<file path="src/rtl/control_sequencer.sv">
// control_sequencer: hardwired fetch/execute control unit for the 32-bit datapath.
// One state register; every strobe is a combinational decode of (state, IR).
module control_sequencer #(
    parameter int NREGS = 16,
    parameter int OPW   = 5
) (
    input  logic             i_clock,
    input  logic             i_reset_n,
    input  logic             i_run,
    input  logic             i_mem_ready,
    input  logic [31:0]      i_ir,
    output logic [NREGS-1:0] o_rin,
    output logic [NREGS-1:0] o_rout,
    output logic [OPW-1:0]   o_alu_op,
    output logic             o_pcout,
    output logic             o_zhighout,
    output logic             o_zlowout,
    output logic             o_mdrout,
    output logic             o_hiout,
    output logic             o_loout,
    output logic             o_pcin,
    output logic             o_marin,
    output logic             o_mdrin,
    output logic             o_irin,
    output logic             o_yin,
    output logic             o_zin,
    output logic             o_hiin,
    output logic             o_loin,
    output logic             o_incpc,
    output logic             o_read,
    output logic             o_done,
    output logic             o_halted,
    output logic             o_illegal,
    output logic [3:0]       o_step
);
    typedef enum logic [3:0] {
        S_IDLE = 4'd0,
        S_T0   = 4'd1,
        S_T1   = 4'd2,
        S_T2   = 4'd3,
        S_T3   = 4'd4,
        S_T4   = 4'd5,
        S_T5   = 4'd6,
        S_T6   = 4'd7,
        S_NEXT = 4'd8,
        S_HALT = 4'd9
    } state_t;
    typedef enum logic [2:0] {C_A, C_M, C_U, C_N, C_H, C_X} cls_t;
    localparam logic [NREGS-1:0] ONE = NREGS'(1);
    state_t         r_state;
    state_t         w_next;
    logic           r_illegal;
    logic           w_set_ill;
    cls_t           w_cls;
    logic [OPW-1:0] w_op;
    logic [3:0]     w_ra;
    logic [3:0]     w_rb;
    logic [3:0]     w_rc;
    logic           w_unused;
    assign w_op     = i_ir[31 -: OPW];
    assign w_ra     = i_ir[26:23];
    assign w_rb     = i_ir[22:19];
    assign w_rc     = i_ir[18:15];
    assign w_unused = ^i_ir[14:0];
    assign w_cls = (w_op >= OPW'(3) && w_op <= OPW'(10))  ? C_A :
                   (w_op == OPW'(15) || w_op == OPW'(16)) ? C_M :
                   (w_op == OPW'(17) || w_op == OPW'(18)) ? C_U :
                   (w_op == OPW'(26))                     ? C_N :
                   (w_op == OPW'(27))                     ? C_H : C_X;
    assign o_halted  = (r_state == S_HALT);
    assign o_illegal = r_illegal;
    assign o_step    = r_state;
    always_ff @(posedge i_clock or negedge i_reset_n) begin
        if (!i_reset_n) begin
            r_state   <= S_IDLE;
            r_illegal <= 1'b0;
        end else begin
            r_state <= w_next;
            if (w_set_ill)
                r_illegal <= 1'b1;
        end
    end
    always_comb begin
        w_next     = r_state;
        w_set_ill  = 1'b0;
        o_rin      = '0;
        o_rout     = '0;
        o_alu_op   = '0;
        o_pcout    = 1'b0;
        o_zhighout = 1'b0;
        o_zlowout  = 1'b0;
        o_mdrout   = 1'b0;
        o_hiout    = 1'b0;
        o_loout    = 1'b0;
        o_pcin     = 1'b0;
        o_marin    = 1'b0;
        o_mdrin    = 1'b0;
        o_irin     = 1'b0;
        o_yin      = 1'b0;
        o_zin      = 1'b0;
        o_hiin     = 1'b0;
        o_loin     = 1'b0;
        o_incpc    = 1'b0;
        o_read     = 1'b0;
        o_done     = 1'b0;
        case (r_state)
            S_IDLE: w_next = i_run ? S_T0 : S_IDLE;
            S_T0: begin
                o_pcout = 1'b1;
                o_marin = 1'b1;
                o_incpc = 1'b1;
                o_zin   = 1'b1;
                w_next  = S_T1;
            end
            S_T1: begin
                // PC strobes repeat each wait cycle; Z still holds PC+1 so this is harmless
                o_zlowout = 1'b1;
                o_pcin    = 1'b1;
                o_read    = 1'b1;
                o_mdrin   = 1'b1;
                w_next    = i_mem_ready ? S_T2 : S_T1;
            end
            S_T2: begin
                o_mdrout = 1'b1;
                o_irin   = 1'b1;
                w_next   = S_T3;
            end
            S_T3: begin
                case (w_cls)
                    C_A: begin
                        o_rout = ONE << w_rb;
                        o_yin  = 1'b1;
                        w_next = S_T4;
                    end
                    C_M: begin
                        o_rout = ONE << w_ra;
                        o_yin  = 1'b1;
                        w_next = S_T4;
                    end
                    C_U: begin
                        o_rout   = ONE << w_rb;
                        o_alu_op = w_op;
                        o_zin    = 1'b1;
                        w_next   = S_T4;
                    end
                    C_N: begin
                        o_done = 1'b1;
                        w_next = S_NEXT;
                    end
                    C_H: w_next = S_HALT;
                    default: begin
                        w_set_ill = 1'b1;
                        w_next    = S_HALT;
                    end
                endcase
            end
            S_T4: begin
                w_next = S_NEXT;
                case (w_cls)
                    C_A: begin
                        o_rout   = ONE << w_rc;
                        o_alu_op = w_op;
                        o_zin    = 1'b1;
                        w_next   = S_T5;
                    end
                    C_M: begin
                        o_rout   = ONE << w_rb;
                        o_alu_op = w_op;
                        o_zin    = 1'b1;
                        w_next   = S_T5;
                    end
                    C_U: begin
                        o_zlowout = 1'b1;
                        o_rin     = ONE << w_ra;
                        o_done    = 1'b1;
                    end
                    default: w_next = S_NEXT;
                endcase
            end
            S_T5: begin
                w_next = S_NEXT;
                case (w_cls)
                    C_A: begin
                        o_zlowout = 1'b1;
                        o_rin     = ONE << w_ra;
                        o_done    = 1'b1;
                    end
                    C_M: begin
                        o_zlowout = 1'b1;
                        o_loin    = 1'b1;
                        w_next    = S_T6;
                    end
                    default: w_next = S_NEXT;
                endcase
            end
            S_T6: begin
                o_zhighout = 1'b1;
                o_hiin     = 1'b1;
                o_done     = 1'b1;
                w_next     = S_NEXT;
            end
            S_NEXT: w_next = i_run ? S_T0 : S_IDLE;
            S_HALT: w_next = S_HALT;
            default: w_next = S_IDLE;
        endcase
    end
endmodule

</file>
<file path="config.mk">
export PLATFORM = sky130hd
export DESIGN_NAME = control_sequencer
export DESIGN_NICKNAME = d
export VERILOG_FILES = /design/src/rtl/control_sequencer.sv
export SDC_FILE = /design/constraint.sdc
export NUM_CORES = 1
export LEC_CHECK = 0
export CAP_MARGIN = 30
export CELL_PAD_IN_SITES_DETAIL_PLACEMENT = 0
export CELL_PAD_IN_SITES_GLOBAL_PLACEMENT = 1
export CORE_UTILIZATION = 23
export DETAILED_ROUTE_END_ITERATION = 8
export PLACE_DENSITY_LB_ADDON = 0.1
export SYNTH_ARGS = -nofsm -noshare
export SYNTH_HDL_FRONTEND = slang
export SYNTH_SLANG_ARGS = --single-unit
</file>
<file path="constraint.sdc">
create_clock -name i_clock -period 2 [get_ports i_clock]
set_input_delay 0.3 -clock i_clock [delete_from_list [all_inputs] [get_ports i_clock]]
set_output_delay 0.3 -clock i_clock [all_outputs]
set_load 0.05 [all_outputs]
</file>
# ---- Word level (Yosys, flattened, before mapping)
# Cells that the tools add are included.
dict set report op_classes {
  magnitude_cmp 2
  eq_ne 19
  n_shift 3
  mux 36
  n_reduce_logical 10
}
# operator count
set op_table {}
lappend op_table {{$pmux 16 s2} 4}
lappend op_table {{$shl 1x4->16 const A} 3}
lappend op_table {{$pmux 4 s9} 1}
lappend op_table {{$mux 16} 2}
lappend op_table {{$eq 5x5->1 const B} 5}
lappend op_table {{$eq 4x3->1 const B} 4}
lappend op_table {{$mux 1} 16}
lappend op_table {{$mux 3} 4}
lappend op_table {{$mux 5} 2}
lappend op_table {{$pmux 5 s2} 1}
lappend op_table {{$eq 4x2->1 const B} 2}
lappend op_table {{$eq 4x4->1 const B} 2}
lappend op_table {{$mux 4} 2}
lappend op_table {{$pmux 4 s2} 1}
lappend op_table {{$eq 3x2->1 const B} 2}
lappend op_table {{$pmux 1 s3} 2}
lappend op_table {{$reduce_or 2->1} 3}
lappend op_table {{$eq 5x4->1 const B} 1}
lappend op_table {{$ge 5x2->1 const B} 1}
lappend op_table {{$le 5x4->1 const B} 1}
lappend op_table {{$reduce_or 5->1} 1}
lappend op_table {{$eq 4x1->1 const B} 1}
lappend op_table {{$logic_not 4->1} 1}
lappend op_table {{$pmux 1 s4} 1}
lappend op_table {{6 further kinds} 7}
dict set report word_totals {
  ff_bits 5
  input_bits 36
}

# ---- Depth between registers and ports, before layout
dict set report depth {
  word_depth 10
  depth_mapped 7
  mapped_depth_nobuf 5
}

# ---- Least setup slack after synthesis
# Ideal clock, no wire load.
dict set report synth_path {
  path_type {register to output}
  start {register r_state[1], in the netlist o_step[1]}
  end {output o_pcin}
  arrival_time_ns 2.700
  required_ns 1.700
  slack_ns -1.000
  stages_incl_launch_ff 5
  n_path_buf 2
  path_cell_list {dfrtp_1 -> clkbuf_1 -> nand2b_1 -> nor3_1 -> buf_4}
}
dict set report synth_via {
  elab_chain_len 2
}
# item line_no
set synth_rtl {}
lappend synth_rtl {{start: declaration} 50} ;# state_t r_state;
lappend synth_rtl {{start signal: assignment} 78} ;# r_state <= w_next;
lappend synth_rtl {{$eq 4x2->1} n/a}
lappend synth_rtl {{$mux 1} n/a}
lappend synth_rtl {{end: declaration} 21} ;# output logic o_pcin,
# Every way passes these cells.

# ---- Final worst setup path
dict set report layout_path {
  start {input i_ir[27]}
  end {output o_rout[0]}
}
dict set report layout_via {
  elab_chain_len 10
}
# item line_no
set layout_rtl {}
lappend layout_rtl {{start: declaration} 11} ;# input logic [31:0] i_ir,
lappend layout_rtl {{$eq 5x5->1} 69} ;# (w_op == OPW'(27)) ? C_H : C_X;
lappend layout_rtl {{$mux 1} 69}
lappend layout_rtl {{$mux 3} 68} ;# (w_op == OPW'(26)) ? C_N :
lappend layout_rtl {{$mux 3} 67} ;# (w_op == OPW'(17) || w_op == OPW'(18)) ? C_U :
lappend layout_rtl {{$mux 3} 66} ;# (w_op == OPW'(15) || w_op == OPW'(16)) ? C_M :
lappend layout_rtl {{$mux 3 *} 65} ;# assign w_cls = (w_op >= OPW'(3) && w_op <= OPW'(10)) ? C_A :
lappend layout_rtl {{$eq 3x2->1 or $logic_not 3->1 (tied branches)} {129, 159}}
lappend layout_rtl {{$reduce_or 2->1 (no source line)} n/a}
lappend layout_rtl {{$pmux 16 s2} 129} ;# case (w_cls)
lappend layout_rtl {{$pmux 16 s2 *} 106} ;# case (r_state)
lappend layout_rtl {{end: declaration} 13} ;# output logic [NREGS-1:0] o_rout,
# Every way passes the cells marked *; elsewhere a longest branch is shown, timed or not.

==> flow_summary.ini <==
[outcome]
outcome = complete, but fails checks
violations = negative setup slack

[cells_and_area]
diodes = 0
fillCellCount = 359
areaGrowthSynthToFinish_pct = 230
drive_above_1_share_pct = 78.9
layout_commonest_cell = buf_4
final_cell_mix = buf_4 (69), buf_12 (58), buf_6 (22)
fin_nets = 402

[min_path]
hold_class = primary input to asynchronous set/reset pin

[logic_synthesis]
syn_avg_cell_area_um2 = 6.62
ys_warn_count = 0
async_flop_share_pct = 100
syn_inst = 211
ys_seq_area_share_pct = 8.96
synth_edf_count = 0
ys.flop_type = dfrtp_1
ys_types = 48
syn-cell-area_um2 = 1400
ys_seq_elements = 5

[sta]
slew_violations = 0
worst_slew_pin_slew_ps = 506
setup_slack_ps = -137
rsz0062_at_grt = true
hold_violations = 0
max_freq_mhz = 468
relSlewSlack_pct = 66.1
setup-tns-final_ps = -1880
final.min_clock_period_ps = 2140
finClkSkew_ps = 5.93
setup_viol_count_final = 33
fin_crit_sh_pct = 107

[clocking]
clk_latency_ps = 230
cts-root-buf = clkbuf_8
cts_buffer_depth = 2
holdBufCountCts = 0
cts_tree = yes
cts_made_buffers = 3
cts.sink_count = 5
cts_max_level = 1
clk_transition_reported_paths_ps = 40

[route]
viasPerCell = 5.44
postRouteAntennaNets = 0
drc = 0
wl_per_cell_um = 18.4
drt_wl_total_mm = 8.12
first_iter_violations = 100
firstDrtPassIters = 5
vias = 2395

[pwr]
combPwrFrac_pct = 85.5
p_total_mw = 2.92
seqPwrFrac_pct = 7.7
cellPowerDensity_nw_per_um2 = 632
power.switching_mw = 1.53
netSwitchingFraction_pct = 52.4
power.clock.fraction_pct = 6.7
p_int_mw = 1.39
p_leak_nw = 1.59
ir_drop_mv = 1.14

[floorplanning]
die-area_um2 = 6390
core_um2 = 5890
start_util_pct = 23.7
die_x_um = 79.9
num_rows = 28
die_h_um = 79.9
io_pins = 96

[setup_path]
start_kind = primary input
cp.required_ps = 1700
cp_cell_sequence = buf_12 -> nor3b_4 -> a32oi_4 -> or4_4 -> a2bb2oi_2 -> o22ai_4 -> buf_12
worst_path_most_repeated_cell = buf_12
end_kind = output port
worstSetupPathType = primary input to output port
critPathTopFamily = simple AND/OR/NAND/NOR gates
critPathSlowestCell = or4_4
worst-path-max-fanout = 7
path_buf_inv = 2
cp.arrival_ps = 1840
cpPeakStageDelay_ps = 480

[global_route]
grt_max_degree = 17
grt_pass1_wl_mm = 12.4
antenna_found_initial = 0
grt.overflow.total = 0
grt_pass1_vias = 2454
grtUsageTotal_pct = 24.7

[run]
drv_cap = 0

[placed_design]
gp_congestion = 0.882
hpwl_mm = 5.39
io_buffer_count = 78
-- state kept, by name (all words and copies together) (netlist names) --
register,flops
o_illegal,1
o_step,4
-- power groups by stage --
stage / clock, mW / sequential, mW / combinational [mW]
6_report: 0.196 / 0.226 / 2.50
5_1_grt: 0.207 / 0.230 / 2.60
4_1_cts: 0.201 / 0.206 / 2.37
3_5_place_dp: 0 / 0.236 / 2.05
3_3_place_gp: 0 / 0.239 / 2.04
2_1_floorplan: 0 / 0.317 / 1.20
-- metal layers --
layer | part of all wire, % | track usage (%)
met1 | 39 | 28.2
met2 | 55 | 47.6
met3 | 3.8 | 3.31
met4 | 1.9 | 5.54
met5 | 0 | 0
-- layout make-up --
| class | instances | area (um^2) | area share [%] |
|---|---|---|---|
| well taps | 75 | 93.8 | 2.03 |
| clock buffers | 4 | 45.0 | 0.976 |
| multi-input cells | 182 | 2180 | 47.2 |
| repair buffers | 169 | 2140 | 46.4 |
| inverters | 5 | 22.5 | 0.488 |
| flip-flops and latches | 5 | 130 | 2.82 |
-- cells by family after synthesis --
| logic type | Yosys count | share of synthesized area [%] |
|---|---|---|
| AOI/OAI and AO/OA | 74 | 40.8 |
| xor gates and xnor gates | 2 | 1.25 |
| buffers and inverters | 25 | 9.32 |
| DFF | 5 | 8.96 |
| muxes | 1 | 0.717 |
| other | 1 | 0.269 |
| and+or+nand+nor | 103 | 38.7 |
-- Yosys cell counts (2+ instances only) --
master,instances,area [um^2]
nor2_1,34,128
a22oi_1,23,173
nand2_1,16,60.1
o22ai_1,16,100
nor2b_1,15,93.8
buf_4,9,67.6
nor3_1,9,45.0
a32oi_1,8,70.1
clkbuf_1,5,18.8
dfrtp_1,5,125
inv_1,5,18.8
nor3b_1,5,37.5
buf_1,4,15.0
nand2b_1,4,25.0
nand3_1,4,20.0
o21ai_0,4,20.0
a21oi_1,3,15.0
a2bb2oi_1,3,26.3
and2_1,3,18.8
a21oi_2,2,17.5
buf_2,2,10.0
nand3b_1,2,15.0
nor4b_2,2,30.0
o21ai_1,2,10.0
or3_1,2,12.5
xor2_1,2,17.5
-- per-stage QoR --
stage | worst slack, ps | area (um^2) | std cells | hold WS [ps] | utilization [%]
4_1_cts | -109 | 4420 | 437 | 295 | 75.1
3_3_place_gp | -684 | 3710 | 408 | 461 | 63.0
2_1_floorplan | -195 | 1970 | 212 | 4.41 | -
3_5_place_dp | -746 | 3710 | 408 | 455 | 63.0
6_report | -137 | 4610 | 440 | 295 | 78.4
5_1_grt | -211 | 4610 | 440 | 302 | 78.4
-- what timing repair did --
item,CTS,global route
buffers inserted,23,6
pin swaps,30,31
endpoints found under the setup margin,48,44
resized for setup,129,38
gates cloned,2,0
-- worst reg2reg max path, cell delays in order, from the launching register on --
cell	delay, ps
dfrtp_2	460
buf_6	160
nor3_4	240
o21ai_4	110
buf_6	180
buf_4	140
buf_4	120
o311ai_1	60
-- path summary, 6_finish.rpt --
| path | startpoint | endpoint | depth (start not counted) | slack [ps] |
|---|---|---|---|---|
| worst max-delay path | i_ir[27] | o_rout[0] | 7 | -140 |
| worst min-delay path | i_reset_n | o_step[2]$_DFF_PN0_ | 1 | 290 |
| worst max register to register | o_step[0]$_DFF_PN0_ | o_step[2]$_DFF_PN0_ | 7 | 430 |
| worst min register to register | o_illegal$_DFFE_PN0P_ | o_illegal$_DFFE_PN0P_ | 1 | 460 |
| max in group asynchronous | i_reset_n | o_step[1]$_DFF_PN0_ | 1 | 1490 |
| min in group i_clock | o_illegal$_DFFE_PN0P_ | o_illegal$_DFFE_PN0P_ | 1 | 460 |
(Power assumes the default switching activity.)
